==> src/rtl/arm_pkg.sv <==
// Shared definitions for the ARM pipeline IF stage: fetch FSM states,
// word geometry and small PC arithmetic helpers.
package arm_pkg;

  typedef enum logic [1:0] {
    FETCH   = 2'd0,
    HOLD    = 2'd1,
    DISCARD = 2'd2
  } fetch_state_e;

  localparam int          WORD_BYTES = 4;
  localparam int          INSTR_W    = 32;
  localparam logic [31:0] NOP_INSTR  = 32'hE1A0_0000;

  // Next sequential word address; wraps modulo 2^32.
  function automatic logic [31:0] pc_inc(input logic [31:0] pc);
    return pc + 32'(WORD_BYTES);
  endfunction

  function automatic logic [31:0] word_align(input logic [31:0] addr);
    return {addr[31:2], 2'b00};
  endfunction

endpackage

==> src/rtl/fetch_skid_reg.sv <==
// One-entry {pc, instr} buffer that catches the word returned in the cycle a
// stall arrives. Clear and unload both empty it; clear wins over load.
module fetch_skid_reg
  import arm_pkg::*;
(
  input  logic               clk,
  input  logic               rst,
  input  logic               load,
  input  logic               unload,
  input  logic               clear,
  input  logic [31:0]        load_pc,
  input  logic [INSTR_W-1:0] load_instr,
  output logic               full,
  output logic [31:0]        pc,
  output logic [INSTR_W-1:0] instr
);

  logic               full_r;
  logic [31:0]        pc_r;
  logic [INSTR_W-1:0] instr_r;

  // Buffer storage and occupancy flag.
  always_ff @(posedge clk) begin
    if (rst) begin
      full_r  <= 1'b0;
      pc_r    <= 32'h0000_0000;
      instr_r <= NOP_INSTR;
    end else if (clear || unload) begin
      full_r  <= 1'b0;
    end else if (load) begin
      full_r  <= 1'b1;
      pc_r    <= load_pc;
      instr_r <= load_instr;
    end else begin
      full_r  <= full_r;
    end
  end

  assign full  = full_r;
  assign pc    = pc_r;
  assign instr = instr_r;

endmodule

==> src/rtl/fetch_ctrl.sv <==
// IF-stage fetch sequencer: owns the PC, runs the imem req/ready handshake and
// feeds IF/ID. Optional FETCH_STATS_EN adds delivered-word and stall counters.
module fetch_ctrl
  import arm_pkg::*;
#(
  parameter logic [31:0] RESET_PC = 32'h0000_0000,
  parameter int          ADDR_W   = 32
) (
  input  logic               clk,
  input  logic               rst,
  input  logic               freeze,
  input  logic               branch_taken,
  input  logic [ADDR_W-1:0]  branch_addr,
  output logic               imem_req,
  output logic [ADDR_W-1:0]  imem_addr,
  input  logic               imem_ready,
  input  logic [INSTR_W-1:0] imem_rdata,
  output logic               if_valid,
  output logic [ADDR_W-1:0]  if_pc,
  output logic [INSTR_W-1:0] if_instr
`ifdef FETCH_STATS_EN
  ,
  output logic [31:0]        stat_fetch,
  output logic [31:0]        stat_stall
`endif
);

  fetch_state_e       state_r, state_next_s;
  logic [31:0]        pc_r, pc_next_s;
  logic               imem_req_r;
  logic [31:0]        imem_addr_r;
  logic               if_valid_r, if_valid_next_s;
  logic [31:0]        if_pc_r, if_pc_next_s;
  logic [INSTR_W-1:0] if_instr_r, if_instr_next_s;
  logic               skid_load_s, skid_unload_s, skid_clear_s, deliver_s;
  logic               skid_full_s;
  logic [31:0]        skid_pc_s;
  logic [INSTR_W-1:0] skid_instr_s;
  logic [31:0]        pc_plus4_s, branch_target_s;
  logic               unused_s;

  assign pc_plus4_s      = pc_inc(pc_r);
  assign branch_target_s = word_align(branch_addr);
  assign unused_s        = ^{branch_addr[1:0], skid_full_s};

  fetch_skid_reg u_skid (
    .clk        (clk),
    .rst        (rst),
    .load       (skid_load_s),
    .unload     (skid_unload_s),
    .clear      (skid_clear_s),
    .load_pc    (pc_plus4_s),
    .load_instr (imem_rdata),
    .full       (skid_full_s),
    .pc         (skid_pc_s),
    .instr      (skid_instr_s)
  );

  // FSM state register.
  always_ff @(posedge clk) begin
    if (rst) begin
      state_r <= FETCH;
    end else begin
      state_r <= state_next_s;
    end
  end

  // Next-state logic; a branch overrides freeze and any capture.
  always_comb begin
    state_next_s = state_r;
    case (state_r)
      FETCH: begin
        if (branch_taken) begin
          state_next_s = imem_ready ? FETCH : DISCARD;
        end else if (imem_ready && freeze) begin
          state_next_s = HOLD;
        end else begin
          state_next_s = FETCH;
        end
      end
      HOLD: begin
        if (branch_taken || !freeze) begin
          state_next_s = FETCH;
        end else begin
          state_next_s = HOLD;
        end
      end
      DISCARD: begin
        if (branch_taken) begin
          state_next_s = DISCARD;
        end else if (imem_ready) begin
          state_next_s = FETCH;
        end else begin
          state_next_s = DISCARD;
        end
      end
      default: state_next_s = FETCH;
    endcase
  end

  // Datapath controls: PC advance, IF/ID updates and skid traffic.
  always_comb begin
    pc_next_s       = pc_r;
    if_valid_next_s = if_valid_r;
    if_pc_next_s    = if_pc_r;
    if_instr_next_s = if_instr_r;
    skid_load_s     = 1'b0;
    skid_unload_s   = 1'b0;
    skid_clear_s    = 1'b0;
    deliver_s       = 1'b0;
    if (branch_taken) begin
      pc_next_s       = branch_target_s;
      if_valid_next_s = 1'b0;
      skid_clear_s    = 1'b1;
    end else begin
      case (state_r)
        FETCH: begin
          if (imem_ready && !freeze) begin
            pc_next_s       = pc_plus4_s;
            if_valid_next_s = 1'b1;
            if_pc_next_s    = pc_plus4_s;
            if_instr_next_s = imem_rdata;
            deliver_s       = 1'b1;
          end else if (imem_ready) begin
            pc_next_s       = pc_plus4_s;
            skid_load_s     = 1'b1;
          end else if (!freeze) begin
            if_valid_next_s = 1'b0;
          end else begin
            pc_next_s       = pc_r;
          end
        end
        HOLD: begin
          if (!freeze) begin
            if_valid_next_s = 1'b1;
            if_pc_next_s    = skid_pc_s;
            if_instr_next_s = skid_instr_s;
            skid_unload_s   = 1'b1;
            deliver_s       = 1'b1;
          end else begin
            pc_next_s       = pc_r;
          end
        end
        DISCARD: pc_next_s = pc_r;
        default: pc_next_s = pc_r;
      endcase
    end
  end

  // PC, registered request and IF/ID outputs. The request address only moves
  // when the next state issues a fresh fetch, so it stays put in DISCARD.
  always_ff @(posedge clk) begin
    if (rst) begin
      pc_r        <= RESET_PC;
      imem_req_r  <= 1'b1;
      imem_addr_r <= RESET_PC;
      if_valid_r  <= 1'b0;
      if_pc_r     <= 32'h0000_0000;
      if_instr_r  <= 32'h0000_0000;
    end else begin
      pc_r        <= pc_next_s;
      imem_req_r  <= (state_next_s != HOLD);
      imem_addr_r <= (state_next_s == FETCH) ? pc_next_s : imem_addr_r;
      if_valid_r  <= if_valid_next_s;
      if_pc_r     <= if_pc_next_s;
      if_instr_r  <= if_instr_next_s;
    end
  end

  assign imem_req  = imem_req_r;
  assign imem_addr = imem_addr_r;
  assign if_valid  = if_valid_r;
  assign if_pc     = if_pc_r;
  assign if_instr  = if_instr_r;

`ifdef FETCH_STATS_EN
  logic [31:0] stat_fetch_r, stat_stall_r;

  // Delivered-word and stall-cycle counters, wrapping at 2^32.
  always_ff @(posedge clk) begin
    if (rst) begin
      stat_fetch_r <= 32'h0000_0000;
      stat_stall_r <= 32'h0000_0000;
    end else begin
      stat_fetch_r <= deliver_s ? (stat_fetch_r + 32'd1) : stat_fetch_r;
      stat_stall_r <= (freeze || (state_r == FETCH && !imem_ready))
                      ? (stat_stall_r + 32'd1) : stat_stall_r;
    end
  end

  assign stat_fetch = stat_fetch_r;
  assign stat_stall = stat_stall_r;
`else
  logic unused_deliver_s;
  assign unused_deliver_s = deliver_s;
`endif

endmodule

==> config.mk <==
export PLATFORM = sky130hd
export DESIGN_NAME = fetch_ctrl
export DESIGN_NICKNAME = d
export VERILOG_FILES = /design/src/rtl/arm_pkg.sv /design/src/rtl/fetch_skid_reg.sv /design/src/rtl/fetch_ctrl.sv
export SDC_FILE = /design/constraint.sdc
export NUM_CORES = 1
export LEC_CHECK = 0
export ABC_AREA = 1
export BUFFER_PORTS_ARGS = -buffer_cell sky130_fd_sc_hd__buf_2
export CAP_MARGIN = 20
export CORE_UTILIZATION = 40
export CTS_CLUSTER_DIAMETER = 60
export DETAILED_ROUTE_END_ITERATION = 7
export GPL_TIMING_DRIVEN = 0
export HOLD_SLACK_MARGIN = 0.08
export PLACE_DENSITY = 0.63
export SETUP_SLACK_MARGIN = 0.1
export SLEW_MARGIN = 0
export SYNTH_ARGS = -nofsm -noshare
export SYNTH_HDL_FRONTEND = slang
export SYNTH_SLANG_ARGS = --single-unit
==> constraint.sdc <==
create_clock -name clk -period 1.8 [get_ports clk]
set_input_delay 0.09 -clock clk [delete_from_list [all_inputs] [get_ports clk]]
set_output_delay 0.09 -clock clk [all_outputs]
set_load 0.005 [all_outputs]
==> flow_summary.yaml <==
setup_path:
  critical_path.cell_chain: "ha_4 > nand3_1 > nor2_4 > buf_4 > nand4_1 > nand2_1 > nand2_1 > a21oi_1"
  crit_arrival_ns: 2.08
  worst_setup_path_start_kind: "flop"
  worstPathRequired_ns: 2.18
  reg2reg_from: "pc_r[3]$_SDFF_PP0_"
  crit_path_top_delay_cell: "dfxtp_4"
  r2r-end: "if_pc[16]$_SDFFE_PP0P_"
  crit_family: "simple AND/OR/NAND/NOR gates"
  cpPeakStageDelay_ns: 0.37
  rr_worst_depth: 8
  critical_path.n_buffers_inverters: 1
  crit_path_frequent_cell: "nand2_1"
  worstSetupPathDepth: 8
  path_class: "flop to flop"
  r2r_setup_slack_ns: 0.1
  timing.critical_path.from: "pc_r[3]$_SDFF_PP0_"
  worstPathMaxFanout: 4
  cp_endpoint_kind: "flop"
  setup.worst_path.end: "if_pc[16]$_SDFFE_PP0P_"
drt:
  drtIter0Drc: 759
  via_count: 9221
  drc: 0
  met2_wire_length_mm: 12.8
  wl_per_cell_um: 15.5
  wl_mm: 28.2
  detailedRoute.firstPassIterationCount: 5
  drtAntennaViolNets: 0
  vias_per_cell: 5.05
  met3_wirelength_mm: 1.55
  routedLengthMet1_mm: 13.5
  routed.top_layer: "met4"
die:
  effective_utilization_at_floorplan_pct: 41.0
  floorplan.die.width_um: 149
  die_h_um: 149
  placement_rows: 53
  ioPinCount: 167
  core_mm2: 0.0212
  floorplan_die_area_mm2: 0.0223
timing:
  max_freq_mhz: 588
  setup_slack_ns: 0.0996
  rsz0062_at_grt: "true"
  clock_skew_ns: 0.00835
  finalSetupViolCount: 0
  period_needed_ns: 1.70
  timing.hold.ws_ns: 0.281
  report.final.hold_viol_count: 0
  drv_slew: 0
  worst_slew_pin_slew_ns: 0.727
  timing.max_slew.rel_slack_pct: 51.5
  period_share_pct: 94.5
global_routing:
  grt_use_total_pct: 25.4
  first_pass_grt_wire_length_mm: 43.9
  grt_overflow_total: 0
  largest_net_degree_at_the_start_of_global_routing: 20
  antenna_found_initial: 0
  via_count_of_the_first_global_routing_pass: 8360
synth:
  synth_most_common_cell: "nand2_1"
  post_synth_and_or_nand_nor_area_fraction_pct: 26.4
  yosysSeqAreaShare_pct: 45.3
  synth.cell_area_mm2: 0.00867
  synth_nets: 1343
  mux_cell_area_share_after_synthesis_pct: 0
  yosys.area.top_type_share_pct: 45.3
  yosys_warnings: 0
  largest_family_of_logic_cells_by_synthesized_area: "simple AND/OR/NAND/NOR gates"
  asyncSetResetFlopFracSynth_pct: 0
  synth_flop_cell: "dfxtp_1"
  synthesis_stage_register_bit_count: 196
  yosysUniqueCellTypes: 30
  synthesized_instance_count: 1273
  synth_compound_area_share_pct: 18.7
  syn_avg_cell_area_um2: 6.81
  most_area_hungry_cell_type_in_the_yosys_netlist: "dfxtp_1"
  synth_edf_count: 0
  post_synth_main_area_contributors: "dfxtp_1 45%, nand2_1 12%, nor2_1 9.1%"
  netlist_top_cells_count: "288 x nand2_1, 210 x nor2_1, 196 x dfxtp_1, 129 x o21ai_0, 113 x a21oi_1"
  yosys.area_share.adder_pct: 0.144
  synth-xor-area-share_pct: 0.707
min_path:
  min_path_cells: 5
  hold_path.class: "primary input to flop"
cells_and_area:
  final_net_count: 1609
  finish.utilization_pct: 54.5
  finish.cell_count_without_fillers: 1827
  antenna_cells_inserted: 0
  n_fill_cell: 2088
  post_route_cells_drive_above_1_share_pct: 22.2
  area.growth.synth_to_final_pct: 33.2
run_status:
  outcome: "completed"
power_and_ir_drop:
  p_per_cell_area_mw_per_mm2: 886
  p_leak_nw: 5.48
  vdd_ir_drop_max_uv: 594
clock_network:
  cts_num_sinks: 196
  worstSkewPairLatency_ns: 0.44
  clock-root-buffer: "clkbuf_16"
  cts_htree_levels: 4
  cts-root-to-sink-buffers: 2
  cts_made_buffers: 17
  cts.reportedPaths.clkPinSlew_ns: 0.08
  cts_tree: "built"
placement:
  dpl.cell_count: 1712
  port_buffers: 164
  dp_hpwl_mm: 20.5
  gp_congestion: 0.897
  dpl_ws_ns: -0.192
job:
  timing.max_cap.violations: 0
==> power breakdown <==
group          leakage, nW  switching [W]  internal, W
registers             1.61       0.000185      0.00462
clock network        0.289        0.00189      0.00197
logic                 3.58       0.000907     0.000654
total                 5.48        0.00298      0.00725
==> worst reg2reg max path, stage by stage (launching register included) <==
cell and delay (ns):
dfxtp_4 0.37, ha_4 0.15, nand3_1 0.21, nor2_4 0.21
buf_4 0.17, nand4_1 0.11, nand2_1 0.20, nand2_1 0.08
a21oi_1 0.14
==> placed cells by master (no fill, tap or decap), types with 2 or more instances in the layout <==
cell type and instances:
o21ai_0 122, nand2_2 17, o211ai_1 4, nand3_2 2, nand3_1 60, nand4_1 3, o21ai_1 25, buf_6 6
dfxtp_4 3, nor2_4 12, inv_8 4, a21oi_2 2, a21oi_1 111, xor2_1 4, nor2_2 19, inv_6 3
dfxtp_1 181, buf_1 9, clkbuf_2 11, clkbuf_4 9, nor2_1 184, buf_4 20, a31oi_1 39, buf_2 177
clkbuf_1 27, xnor2_1 2, clkinv_4 3, nand2_1 270, dlygate4sd3_1 65, inv_2 6, inv_1 98, clkinv_2 2
clkbuf_16 17, or2_2 2, dfxtp_2 12, o21ai_2 5
==> cell type report <==
cell class                      instances  area [um^2]  area share (%)
Inverter                              106          400            3.47
Clock inverter                         15          161            1.40
Sequential cell                       196         3950            34.2
Buffer                                 78          413            3.58
Multi-Input combinational cell        893         4230            36.6
Tap cell                              275          344            2.98
Timing Repair Buffer                  247         1620            14.0
Clock buffer                           17          425            3.69
==> cells by family (layout without fill, tap and decap cells) <==
logic type      after synthesis  count (layout)
simple gates                575             575
compound gates              310             310
flops                       196             196
buf+inv                     184             463
xor+xnor                      7               7
fa+ha+maj                     1               1
==> flip-flops by register name (all words and copies together) (netlist names) <==
signal,flops
if_instr,32
if_pc,32
imem_addr,32
imem_req,1
u_skid.instr,32
u_skid.pc,32
pc_r,32
state_r,2
if_valid,1
==> how the worst min path moves through the flow <==
stage	from	endpoint	slack, ns
after floorplan	imem_rdata[21]	u_skid.instr[21]$_SDFFE_PP1P_	0.22
after global placement	imem_rdata[29]	u_skid.instr[29]$_SDFFE_PP1P_	0.32
after detailed placement	imem_rdata[30]	u_skid.instr[30]$_SDFFE_PP1P_	0.33
after CTS	rst	u_skid.pc[24]$_SDFFE_PP0P_	0.28
after global routing	rst	if_instr[10]$_SDFFE_PP0P_	0.34
final	rst	u_skid.pc[24]$_SDFFE_PP0P_	0.28
==> stage by stage <==
step	TNS, ns	cell area (um^2)	total power, W
after floorplan	0	8670	0.00567
after global placement	-2.59	9830	0.00622
after detailed placement	-4.51	9830	0.00623
after CTS	0	11300	0.0102
after global routing	0	11500	0.0107
final	0	11500	0.0102
==> layer usage <==
metal | vias up | global-route usage (%)
met5 | - | 0
met2 | 307 | 40.8
met3 | 32 | 3.79
met4 | 0 | 5.71
met1 | 4219 | 35.6
li1 | 4663 | -
==> repair_timing <==
item,in CTS,in global routing
hold buffers,65,0
hold endpoints to repair,124,0
setup endpoints to repair,163,184
resized for setup,35,95
buffers inserted,10,8
pin swaps,8,15
No activity file was read; power rests on OpenSTA's default activity.
